$ cat src/rtl/qspi_pkg.sv
// Shared definitions for the QSPI phase sequencer: the FSM state encoding
// (which doubles as the phase output), the lane-mode enum, phase constants,
// the latched transaction configuration and a data-phase length helper.
package qspi_pkg;

    typedef enum logic [2:0] {
        ST_IDLE  = 3'd0,
        ST_CMD   = 3'd1,
        ST_ADDR  = 3'd2,
        ST_DUMMY = 3'd3,
        ST_DATA  = 3'd4,
        ST_DONE  = 3'd5
    } qspi_state_e;

    typedef enum logic {
        LANE_X1 = 1'b0,
        LANE_X4 = 1'b1
    } qspi_lane_e;

    // Longest phase is 15 bytes on one lane = 120 cycles, so 7 bits suffice.
    localparam int         CNT_W      = 7;
    localparam logic [6:0] CMD_CYCLES = 7'd8;

    typedef struct packed {
        logic       addr_en;
        qspi_lane_e addr_lane;
        qspi_lane_e data_lane;
        logic [4:0] dummy;
        logic [3:0] data_bytes;
    } qspi_cfg_t;

    // Clock cycles needed to move the data bytes: 2 per byte on 4 lanes,
    // 8 per byte on 1 lane.
    function automatic logic [CNT_W-1:0] data_cycles(input qspi_lane_e lane,
                                                     input logic [3:0] bytes);
        return (lane == LANE_X4) ? {2'b00, bytes, 1'b0} : {bytes, 3'b000};
    endfunction

endpackage

$ cat src/rtl/qspi_phase_timer.sv
// Phase length timer: loaded with a phase length on every phase entry, then
// counts cycles and flags the final cycle of the phase. A length of zero
// (IDLE/DONE) keeps the counter parked at zero with last deasserted.
module qspi_phase_timer
    import qspi_pkg::*;
(
    input  logic             clk,
    input  logic             rst,
    input  logic             load,
    input  logic [CNT_W-1:0] len,
    output logic             last
);

    logic [CNT_W-1:0] cnt_q;
    logic [CNT_W-1:0] len_q;

    assign last = (len_q != '0) && (cnt_q == len_q - 7'd1);

    // Restart on load; otherwise advance until the final cycle is reached.
    always_ff @(posedge clk) begin
        if (rst) begin
            cnt_q <= '0;
            len_q <= '0;
        end else if (load) begin
            cnt_q <= '0;
            len_q <= len;
        end else if (!last && (len_q != '0)) begin
            cnt_q <= cnt_q + 7'd1;
        end
    end

endmodule

$ cat src/rtl/qspi_phase_sequencer.sv
// QSPI transaction phase sequencer: walks CMD -> ADDR -> DUMMY -> DATA -> DONE,
// skipping any phase whose length is zero, and drives chip select, lane mode
// and shift enables for a downstream serializer.
// Optional feature macro: QSPI_DUMMY_PHASE_EN enables the DUMMY phase; when it
// is undefined cfg_dummy is ignored and DUMMY is never entered.
module qspi_phase_sequencer
    import qspi_pkg::*;
#(
    parameter int ADDR_BITS = 24
) (
    input  logic       clk,
    input  logic       rst,
    input  logic       start,
    output logic       ready,
    input  logic       abort,
    input  logic       cfg_addr_en,
    input  logic       cfg_addr_quad,
    input  logic       cfg_data_quad,
    input  logic [4:0] cfg_dummy,
    input  logic [3:0] cfg_data_bytes,
    output logic       cs_n,
    output logic [2:0] phase,
    output logic       quad_mode,
    output logic       shift_en,
    output logic       phase_last,
    output logic       done
);

    localparam logic [CNT_W-1:0] ADDR_X1_CYCLES = CNT_W'(ADDR_BITS);
    localparam logic [CNT_W-1:0] ADDR_X4_CYCLES = CNT_W'(ADDR_BITS / 4);

    qspi_state_e      state_q;
    qspi_state_e      state_d;
    qspi_cfg_t        cfg_q;
    logic [CNT_W-1:0] addr_len;
    logic [CNT_W-1:0] dummy_len;
    logic [CNT_W-1:0] data_len;
    logic             tmr_load;
    logic [CNT_W-1:0] tmr_len;
    logic             tmr_last;
    logic             active;

    // Configuration is captured only when a start is accepted in IDLE.
    always_ff @(posedge clk) begin
        if (rst) begin
            cfg_q <= '0;
        end else if ((state_q == ST_IDLE) && start) begin
            cfg_q.addr_en    <= cfg_addr_en;
            cfg_q.addr_lane  <= qspi_lane_e'(cfg_addr_quad);
            cfg_q.data_lane  <= qspi_lane_e'(cfg_data_quad);
            cfg_q.dummy      <= cfg_dummy;
            cfg_q.data_bytes <= cfg_data_bytes;
        end
    end

`ifdef QSPI_DUMMY_PHASE_EN
    assign dummy_len = {2'b00, cfg_q.dummy};
`else
    logic unused_dummy;
    assign unused_dummy = ^cfg_q.dummy;
    assign dummy_len    = '0;
`endif

    // Phase lengths derived from the latched configuration.
    always_comb begin
        addr_len = '0;
        if (cfg_q.addr_en) begin
            addr_len = (cfg_q.addr_lane == LANE_X4) ? ADDR_X4_CYCLES : ADDR_X1_CYCLES;
        end
        data_len = data_cycles(cfg_q.data_lane, cfg_q.data_bytes);
    end

    // Next-state logic: each phase hands over to the next non-empty phase on
    // its final cycle; abort returns any busy state straight to IDLE.
    always_comb begin
        state_d  = state_q;
        tmr_load = 1'b0;
        tmr_len  = '0;
        case (state_q)
            ST_IDLE: begin
                if (start) begin
                    state_d  = ST_CMD;
                    tmr_load = 1'b1;
                    tmr_len  = CMD_CYCLES;
                end
            end
            ST_CMD, ST_ADDR, ST_DUMMY, ST_DATA: begin
                if (abort) begin
                    state_d  = ST_IDLE;
                    tmr_load = 1'b1;
                end else if (tmr_last) begin
                    tmr_load = 1'b1;
                    if ((state_q == ST_CMD) && (addr_len != '0)) begin
                        state_d = ST_ADDR;
                        tmr_len = addr_len;
                    end else if (((state_q == ST_CMD) || (state_q == ST_ADDR)) &&
                                 (dummy_len != '0)) begin
                        state_d = ST_DUMMY;
                        tmr_len = dummy_len;
                    end else if ((state_q != ST_DATA) && (data_len != '0)) begin
                        state_d = ST_DATA;
                        tmr_len = data_len;
                    end else begin
                        state_d = ST_DONE;
                    end
                end
            end
            ST_DONE: begin
                state_d  = ST_IDLE;
                tmr_load = 1'b1;
            end
            default: begin
                state_d  = ST_IDLE;
                tmr_load = 1'b1;
            end
        endcase
    end

    // State register; reset outranks start and abort.
    always_ff @(posedge clk) begin
        if (rst) begin
            state_q <= ST_IDLE;
        end else begin
            state_q <= state_d;
        end
    end

    qspi_phase_timer u_timer (
        .clk  (clk),
        .rst  (rst),
        .load (tmr_load),
        .len  (tmr_len),
        .last (tmr_last)
    );

    // Output decode, purely from the current state and latched lane modes.
    always_comb begin
        active     = (state_q == ST_CMD) || (state_q == ST_ADDR) ||
                     (state_q == ST_DUMMY) || (state_q == ST_DATA);
        ready      = (state_q == ST_IDLE);
        cs_n       = !active;
        phase      = state_q;
        shift_en   = (state_q == ST_CMD) || (state_q == ST_ADDR) || (state_q == ST_DATA);
        phase_last = active && tmr_last;
        done       = (state_q == ST_DONE);
        quad_mode  = 1'b0;
        if (state_q == ST_ADDR) begin
            quad_mode = cfg_q.addr_lane;
        end else if (state_q == ST_DATA) begin
            quad_mode = cfg_q.data_lane;
        end
    end

endmodule

$ cat config.mk
export PLATFORM = sky130hd
export DESIGN_NAME = qspi_phase_sequencer
export DESIGN_NICKNAME = d
export VERILOG_FILES = /design/src/rtl/qspi_pkg.sv /design/src/rtl/qspi_phase_timer.sv /design/src/rtl/qspi_phase_sequencer.sv
export SDC_FILE = /design/constraint.sdc
export NUM_CORES = 1
export LEC_CHECK = 0
export CELL_PAD_IN_SITES_DETAIL_PLACEMENT = 1
export CELL_PAD_IN_SITES_GLOBAL_PLACEMENT = 1
export CORE_ASPECT_RATIO = 1.2
export CORE_MARGIN = 4
export CORE_UTILIZATION = 39
export CTS_BUF_LIST = sky130_fd_sc_hd__clkbuf_4 sky130_fd_sc_hd__clkbuf_8
export DETAILED_ROUTE_END_ITERATION = 7
export PLACE_DENSITY = 0.85
export SYNTH_ARGS = -nofsm -noshare
export SYNTH_HDL_FRONTEND = slang
export SYNTH_SLANG_ARGS = --single-unit
$ cat constraint.sdc
create_clock -name clk -period 2.3 [get_ports clk]
set_clock_uncertainty 0.2 [all_clocks]
set_input_delay 0.345 -clock clk [delete_from_list [all_inputs] [get_ports clk]]
set_output_delay 0.345 -clock clk [all_outputs]
set_load 0.1 [all_outputs]
==> results.sh, run 1 <==
export IMPL_antenna_found_initial=0
export IMPL_die_h_um=70.6
export IMPL_wirelength_mm=3.73
export IMPL_timing_rr_start="u_timer.len_q[2]"
export IMPL_worst_pin_slew_ns=0.736
export IMPL_synthCells=157
export IMPL_hold_viol=0
export IMPL_cts_root_buffer="clkbuf_4"
export IMPL_period_needed_ns=2.63
export IMPL_max_freq_mhz=381
export IMPL_crit_required_ns=1.75
export IMPL_cts_num_sinks=23
export IMPL_path_max_fanout=3
export IMPL_critical_path_arrival_ns=2.08
export IMPL_stdcell_count=222
export IMPL_max_cap_viol_count=0
export IMPL_regArea_um2=474
export IMPL_grt_pass1_wl_mm=6.47
export IMPL_relSlewSlack=0.505
export IMPL_crit_path_end_kind="primary output"
export IMPL_rr_worst_depth=10
export IMPL_drt_vias_per_instance=5.79
export IMPL_cts_buffer_depth=2
export IMPL_dpl_cell_area_mm2=0.00166
export IMPL_rows=22
export IMPL_core_area_mm2=0.00311
export IMPL_dp_slack_ns=-0.0447
export IMPL_dieArea_mm2=0.00425
export IMPL_diodes=0
export IMPL_clk_pin_slew_ns=0.13
export IMPL_synth_nets=175
export IMPL_outcome="complete, but fails checks"
export IMPL_synthArstFlopShare=0
export IMPL_multiInputGateArea_um2=851
export IMPL_ys_dominant_reg_cell="dfxtp_1"
export IMPL_antenna_left=0
export IMPL_port_buffers=19
export IMPL_initial_utilization=0.410
export IMPL_first_iter_violations=38
export IMPL_criticalPathCategory="reg -> out"
export IMPL_yosysTopAreaCellShare=0.361
export IMPL_ys_warn_count=0
export IMPL_synth_area_leaders="dfxtp_1, nand2_1, a21oi_1"
export IMPL_dr_pass1_iters=4
export IMPL_utilization=0.566
export IMPL_synth_top_area_cell="dfxtp_1"
export IMPL_synth_distinct_cells=45
export IMPL_hold_depth=2
export IMPL_grt_max_degree=13
export IMPL_finalSetupViolCount=3
export IMPL_numCtsBuffers=3
export IMPL_drv_slew=0
export IMPL_synth_edf_count=0
export IMPL_avgRoutedWirePerCell_um=16.8
export IMPL_rr_endpoint="u_timer.cnt_q[6]"
export IMPL_synthesis_area_mm2=0.00127
export IMPL_r2r_slack_ns=-0.02
export IMPL_hold_class="reg -> reg"
export IMPL_p_leak_nw=0.657
export IMPL_rsz0062_at_grt="true"
export IMPL_final_area_mm2=0.00176
export IMPL_layout_nets=205
export IMPL_dpl_hpwl_mm=2.86
export IMPL_via_count=1285
export IMPL_area_delta_synth_final_pct=38.0
export IMPL_ir_worst_vdd_uv=405
export IMPL_die_w_um=60.2
export IMPL_ys_ff_latch=23
export IMPL_cts_tree="built"
export IMPL_gr_total_overflow=0
export IMPL_holdBufCountCts=0
export IMPL_min_to="cfg_q[2]"
export IMPL_power_density_mw_per_mm2=679
export IMPL_timing_final_crit_share=1.14
export IMPL_drcViolationCount=0
export IMPL_drive_above_1_share=0.274
export IMPL_yosysSeqAreaShare=0.361
export IMPL_grt_pass1_vias=1440
export IMPL_ctsHtreeMaxLevel=1
export IMPL_fill_cells=383
export IMPL_num_io_pins=25
export IMPL_violations="negative setup slack"
export IMPL_setup_slack_ns=-0.326
export IMPL_startpoint_type="flip-flop"
export IMPL_postSynthAreaPerCell_um2=8.12
export IMPL_grt_usage=0.195
export IMPL_clkLatencyLatePin_ns=0.31
export IMPL_worstHoldStart="cfg_q[2]"
export IMPL_gp_congestion=0.855
export IMPL_dp_cells=214
[per-stage QoR]
stage               TNS (ns)  hold WS [ns]  power [mW]
floorplan             -0.457         0.245       0.818
global placement           0         0.258       0.953
detailed placement   -0.0447         0.283       0.973
CTS                   -0.413         0.303        1.19
global route          -0.900         0.342        1.27
finish                -0.367         0.304        1.20
[final cells by class]
class                   count  area share
clock buffers               4      0.0171
multi-input cells         123       0.484
well taps                  36      0.0256
flip-flops and latches     23       0.270
repair buffers             31       0.191
inverters                   5      0.0128
[cell families after synthesis]
| family | Yosys count | share of synthesized area |
|---|---|---|
| DFF | 23 | 0.361 |
| and+or+nand+nor | 66 | 0.275 |
| muxes | 6 | 0.0491 |
| AOI/OAI and AO/OA | 40 | 0.198 |
| buffers and inverters | 11 | 0.0353 |
| adders and majority gates | 2 | 0.0196 |
| xor gates and xnor gates | 9 | 0.0618 |
[report_power, final]
group / total (mW) / switching (mW) / internal (mW)
registers: 0.464 / 0.0406 / 0.423
logic: 0.529 / 0.330 / 0.198
clock network: 0.202 / 0.123 / 0.0795
[what timing repair did]
action | 4_1_cts | 5_1_grt
resized for setup | 2 | 7
setup endpoints to repair | 2 | 14
pin swaps | 6 | 2
endpoints found under the hold margin | 0 | 0
buffers inserted | 5 | 1
[worst max path at each step]
stage	startpoint	end	slack (ns)	cells past startpoint
3_3_place_gp	u_timer.len_q[2]	phase_last	0.02	8
6_report	u_timer.len_q[2]	phase_last	-0.33	8
2_1_floorplan	u_timer.len_q[1]	phase_last	-0.24	7
5_1_grt	u_timer.len_q[1]	phase_last	-0.44	8
3_5_place_dp	u_timer.len_q[2]	phase_last	-0.04	8
4_1_cts	u_timer.len_q[2]	phase_last	-0.34	8
[sequential cells by signal, summed over array words and instances, names as in the netlist]
register,flops
cfg_q,7
u_timer.cnt_q,7
u_timer.len_q,6
phase,3
[Yosys cell counts, types with 3 or more instances]
| cell type | instances |
|---|---|
| xor2_1 | 5 |
| nand2_1 | 25 |
| dfxtp_1 | 23 |
| mux2i_1 | 4 |
| xnor2_1 | 4 |
| nor3_1 | 3 |
| clkbuf_1 | 3 |
| nor2b_1 | 3 |
| o21ai_0 | 6 |
| or3_1 | 5 |
| a31oi_1 | 4 |
| inv_1 | 5 |
| a21oi_1 | 15 |
| nor2_1 | 9 |
[cell usage in the layout (no fill, tap or decap), types with 2 or more instances in the layout]
cell and n:
buf_12 6, dfxtp_4 3, xnor2_1 4, nor2_1 8
o221ai_1 2, dfxtp_1 18, mux2_2 2, nor3_1 2
and3_1 2, or4_1 2, clkdlybuf4s50_1 10, nand2_4 2
o21ai_0 6, or3_4 2, dfxtp_2 2, nand2_1 24
inv_1 2, buf_4 14, xor2_1 5, or3_1 3
nand3_1 2, nand3b_1 2, a21oi_1 14, a31oi_1 4
inv_2 2, nor2_2 2, and2_1 2, nand2b_1 2
o31ai_1 2, mux2i_1 4, clkbuf_4 4, o22ai_1 2
nor2b_1 2
[critical path, cell delays in order (launching register included)]
cell and delay [ns]:
dfxtp_2 0.36, inv_2 0.05, ha_4 0.16, nor3b_2 0.16
a21oi_1 0.27, nand4_4 0.15, nor3b_4 0.22, nor2b_4 0.21
buf_12 0.18
[per-layer routing]
| layer | routed length [µm] | global-route usage | share of wire | vias up |
|---|---|---|---|---|
| met1 | 1470 | 0.196 | 0.39 | 641 |
| met3 | 54 | 0.0274 | 0.014 | 5 |
| met2 | 2160 | 0.381 | 0.58 | 11 |
| met4 | 45 | 0.0714 | 0.012 | 0 |
| met5 | 0 | 0 | 0 | - |
| li1 | - | - | - | 628 |
Note: power is estimated with default switching activity, not from simulation.
==> inputs of run 2 (changes only) <==
--- a/config.mk
+++ b/config.mk
@@ -12,6 +12,7 @@
 export CORE_UTILIZATION = 39
 export CTS_BUF_LIST = sky130_fd_sc_hd__clkbuf_4 sky130_fd_sc_hd__clkbuf_8
 export DETAILED_ROUTE_END_ITERATION = 7
+export GPL_ROUTABILITY_DRIVEN = 0
 export PLACE_DENSITY = 0.85
 export SYNTH_ARGS = -nofsm -noshare
 export SYNTH_HDL_FRONTEND = slang
==> results of run 2 <==
Same layout as run 1: the final DEF is identical, and so are final timing and power.
==> inputs of run 3 (changes only) <==
--- a/config.mk
+++ b/config.mk
@@ -9,11 +9,11 @@
 export CELL_PAD_IN_SITES_GLOBAL_PLACEMENT = 1
 export CORE_ASPECT_RATIO = 1.2
 export CORE_MARGIN = 4
-export CORE_UTILIZATION = 39
+export CORE_UTILIZATION = 30
 export CTS_BUF_LIST = sky130_fd_sc_hd__clkbuf_4 sky130_fd_sc_hd__clkbuf_8
 export DETAILED_ROUTE_END_ITERATION = 7
 export GPL_ROUTABILITY_DRIVEN = 0
-export PLACE_DENSITY = 0.85
+export PLACE_DENSITY = 0.69
 export SYNTH_ARGS = -nofsm -noshare
 export SYNTH_HDL_FRONTEND = slang
 export SYNTH_SLANG_ARGS = --single-unit
==> run 3 against run 2 <==
The run still ends with negative setup slack left. Flip-flop and latch count unchanged. Maximum frequency rose by 2.2%. First-iteration DRC count up 5.3%. Count of clock-buffer cells in the layout is 1 lower. Critical endpoint is now u_timer.cnt_q[6]. Largest power group unchanged.
==> results.sh, run 3 (synthesis results as in run 1) <==
export IMPL_dr_pass1_iters=4
export IMPL_grt_busiest_layer="met2"
export IMPL_area_delta_synth_final_pct=49.8
export IMPL_layout_nets=214
export IMPL_max_cap_viol_count=0
export IMPL_outcome="complete, but fails checks"
export IMPL_first_iter_violations=40
export IMPL_criticalPathCategory="reg -> reg"
export IMPL_crit_path_end_kind="flip-flop"
export IMPL_hold_ws_ns=0.282
export IMPL_rr_endpoint="u_timer.cnt_q[6]"
export IMPL_crit_start="u_timer.len_q[2]"
export IMPL_cts_num_sinks=23
export IMPL_diodes=0
export IMPL_ir_worst_vdd_uv=291
export IMPL_path_max_fanout=5
export IMPL_cts_root_buffer="clkbuf_8"
export IMPL_via_count=1299
export IMPL_finalPower_mw=1.27
export IMPL_path_cells="inv_2 > ha_4 > nor3b_4 > o211a_1 > nand4_4 > buf_4 > buf_6 > buf_6 > buf_6 > o21ai_4 > buf_6 > or4_1 > a21oi_1"
export IMPL_timing_rr_start="u_timer.len_q[2]"
export IMPL_num_io_pins=25
export IMPL_gr_total_overflow=0
export IMPL_grt_use_met3=0.0183
export IMPL_clk_pin_slew_ns=0.09
export IMPL_drive_above_1_share=0.313
export IMPL_combPwrFrac=0.437
export IMPL_period_needed_ns=2.57
export IMPL_wirelength_mm=3.96
export IMPL_endpoint="u_timer.cnt_q[6]"
export IMPL_clkLatencyLatePin_ns=0.26
export IMPL_switching_share=0.406
export IMPL_crit_top_cell="buf_6"
export IMPL_critPathSlowestCell="or4_1"
export IMPL_r2r_slack_ns=-0.27
export IMPL_antenna_left=0
export IMPL_clkPwrFrac=0.199
export IMPL_rows=25
export IMPL_core_area_mm2=0.00404
export IMPL_violations="negative setup slack"
export IMPL_die_w_um=67.5
export IMPL_grt_use_met2=0.270
export IMPL_layout_common_cells="nand2_1, buf_4, dfxtp_1"
export IMPL_dieArea_mm2=0.00536
export IMPL_hold_class="reg -> reg"
export IMPL_startpoint_type="flip-flop"
export IMPL_finalSetupViolCount=13
export IMPL_antenna_found_initial=0
export IMPL_avgRoutedWirePerCell_um=15.9
export IMPL_cellInternalPower_uw=758
export IMPL_dpl_hpwl_mm=2.77
export IMPL_relSlewSlack=0.530
export IMPL_critical_path_arrival_ns=2.57
export IMPL_ctsHtreeMaxLevel=1
export IMPL_grt_usage=0.150
export IMPL_grt_pass1_wl_mm=6.22
export IMPL_crit_required_ns=2.30
export IMPL_rr_worst_depth=13
export IMPL_layout_commonest_cell="nand2_1"
export IMPL_use_met1=0.183
export IMPL_cts_tree="built"
export IMPL_die_h_um=79.4
export IMPL_dp_slack_ns=-0.0101
export IMPL_p_sw_uw=517
export IMPL_max_freq_mhz=389
export IMPL_utilization=0.473
export IMPL_grt_max_degree=14
export IMPL_initial_utilization=0.316
export IMPL_timing_final_crit_share=1.12
export IMPL_rsz0062_at_grt="true"
export IMPL_hold_viol=0
export IMPL_cts_buffer_depth=2
export IMPL_worst_pin_slew_ns=0.700
export IMPL_drcViolationCount=0
export IMPL_setup_slack_ns=-0.269
export IMPL_power_density_mw_per_mm2=668
export IMPL_drv_slew=0
export IMPL_critical_path_max_stage_delay_ns=0.49
export IMPL_grt_pass1_vias=1312
export IMPL_sequentialPowerShare=0.364
export IMPL_drt_vias_per_instance=5.22
export IMPL_p_leak_nw=0.724
export IMPL_top_regs="cfg_q x7, u_timer.cnt_q x7, u_timer.len_q x6"
export IMPL_port_buffers=19
export IMPL_numCtsBuffers=3
[run 3: changes by cell type in the layout (fill, tap and decap cells not counted), moves of 2 or more]
cell,previous run,this run
buf_4,14,19
buf_6,1,5
clkbuf_4,4,0
clkbuf_8,0,3
or3_1,3,5
or3_4,2,0
[run 3: through the flow]
| step | cells | TNS, ns | area, µm² |
|---|---|---|---|
| after floorplan | 157 | -0.457 | 1340 |
| after global placement | 231 | 0 | 1670 |
| after detailed placement | 231 | -0.0101 | 1670 |
| after CTS | 239 | -0.305 | 1780 |
| after global routing | 249 | -3.56 | 1910 |
| final | 249 | -1.94 | 1910 |
[run 3: cell type report]
cell class	count	area [µm²]
clock inverters	1	5.00
multi-input cells	123	880
fillers	472	2130
well taps	54	67.6
flip-flops and latches	23	474
inverters	5	22.5
repair buffers	40	419
clock buffers	3	41.3
[run 3: routing by layer]
layer / wire [µm] / vias to the layer above
met4: 25 / 0
met5: 0 / -
met1: 1670 / 644
met3: 78 / 2
met2: 2180 / 14
li1: - / 639
[run 3: worst max-delay path: cells and delay by family (launching register included)]
| family | cells | cell delay [ns] |
|---|---|---|
| AND/OR/NAND/NOR | 3 | 0.75 |
| flip-flops | 1 | 0.35 |
| AO/OA/AOI/OAI | 3 | 0.46 |
| adder cells (fa/ha/maj) | 1 | 0.17 |
| buffers and inverters | 6 | 0.58 |
[run 3: power by group through the flow]
| stage | Clock [mW] | Combinational (mW) | Sequential [mW] |
|---|---|---|---|
| floorplan | 0 | 0.325 | 0.492 |
| global placement | 0 | 0.480 | 0.467 |
| detailed placement | 0 | 0.492 | 0.470 |
| CTS | 0.267 | 0.503 | 0.464 |
| global route | 0.288 | 0.586 | 0.470 |
| finish | 0.254 | 0.557 | 0.464 |
[run 3: worst min-delay path by stage]
stage	from	slack [ns]	to	depth (start not counted)
after floorplan	cfg_q[11]	0.24	cfg_q[11]	2
after global placement	cfg_q[11]	0.26	cfg_q[11]	2
after detailed placement	cfg_q[11]	0.27	cfg_q[11]	2
after CTS	cfg_q[11]	0.29	cfg_q[11]	2
after global routing	cfg_q[11]	0.31	cfg_q[11]	2
final	cfg_q[11]	0.28	cfg_q[11]	2
[run 3: repair_timing]
item                       CTS  global route
buffers inserted             4             9
hold buffers                 0             0
gates resized for setup      6            12
pin swaps                    5             6
gates cloned                 0             1
setup endpoints to repair    1             9
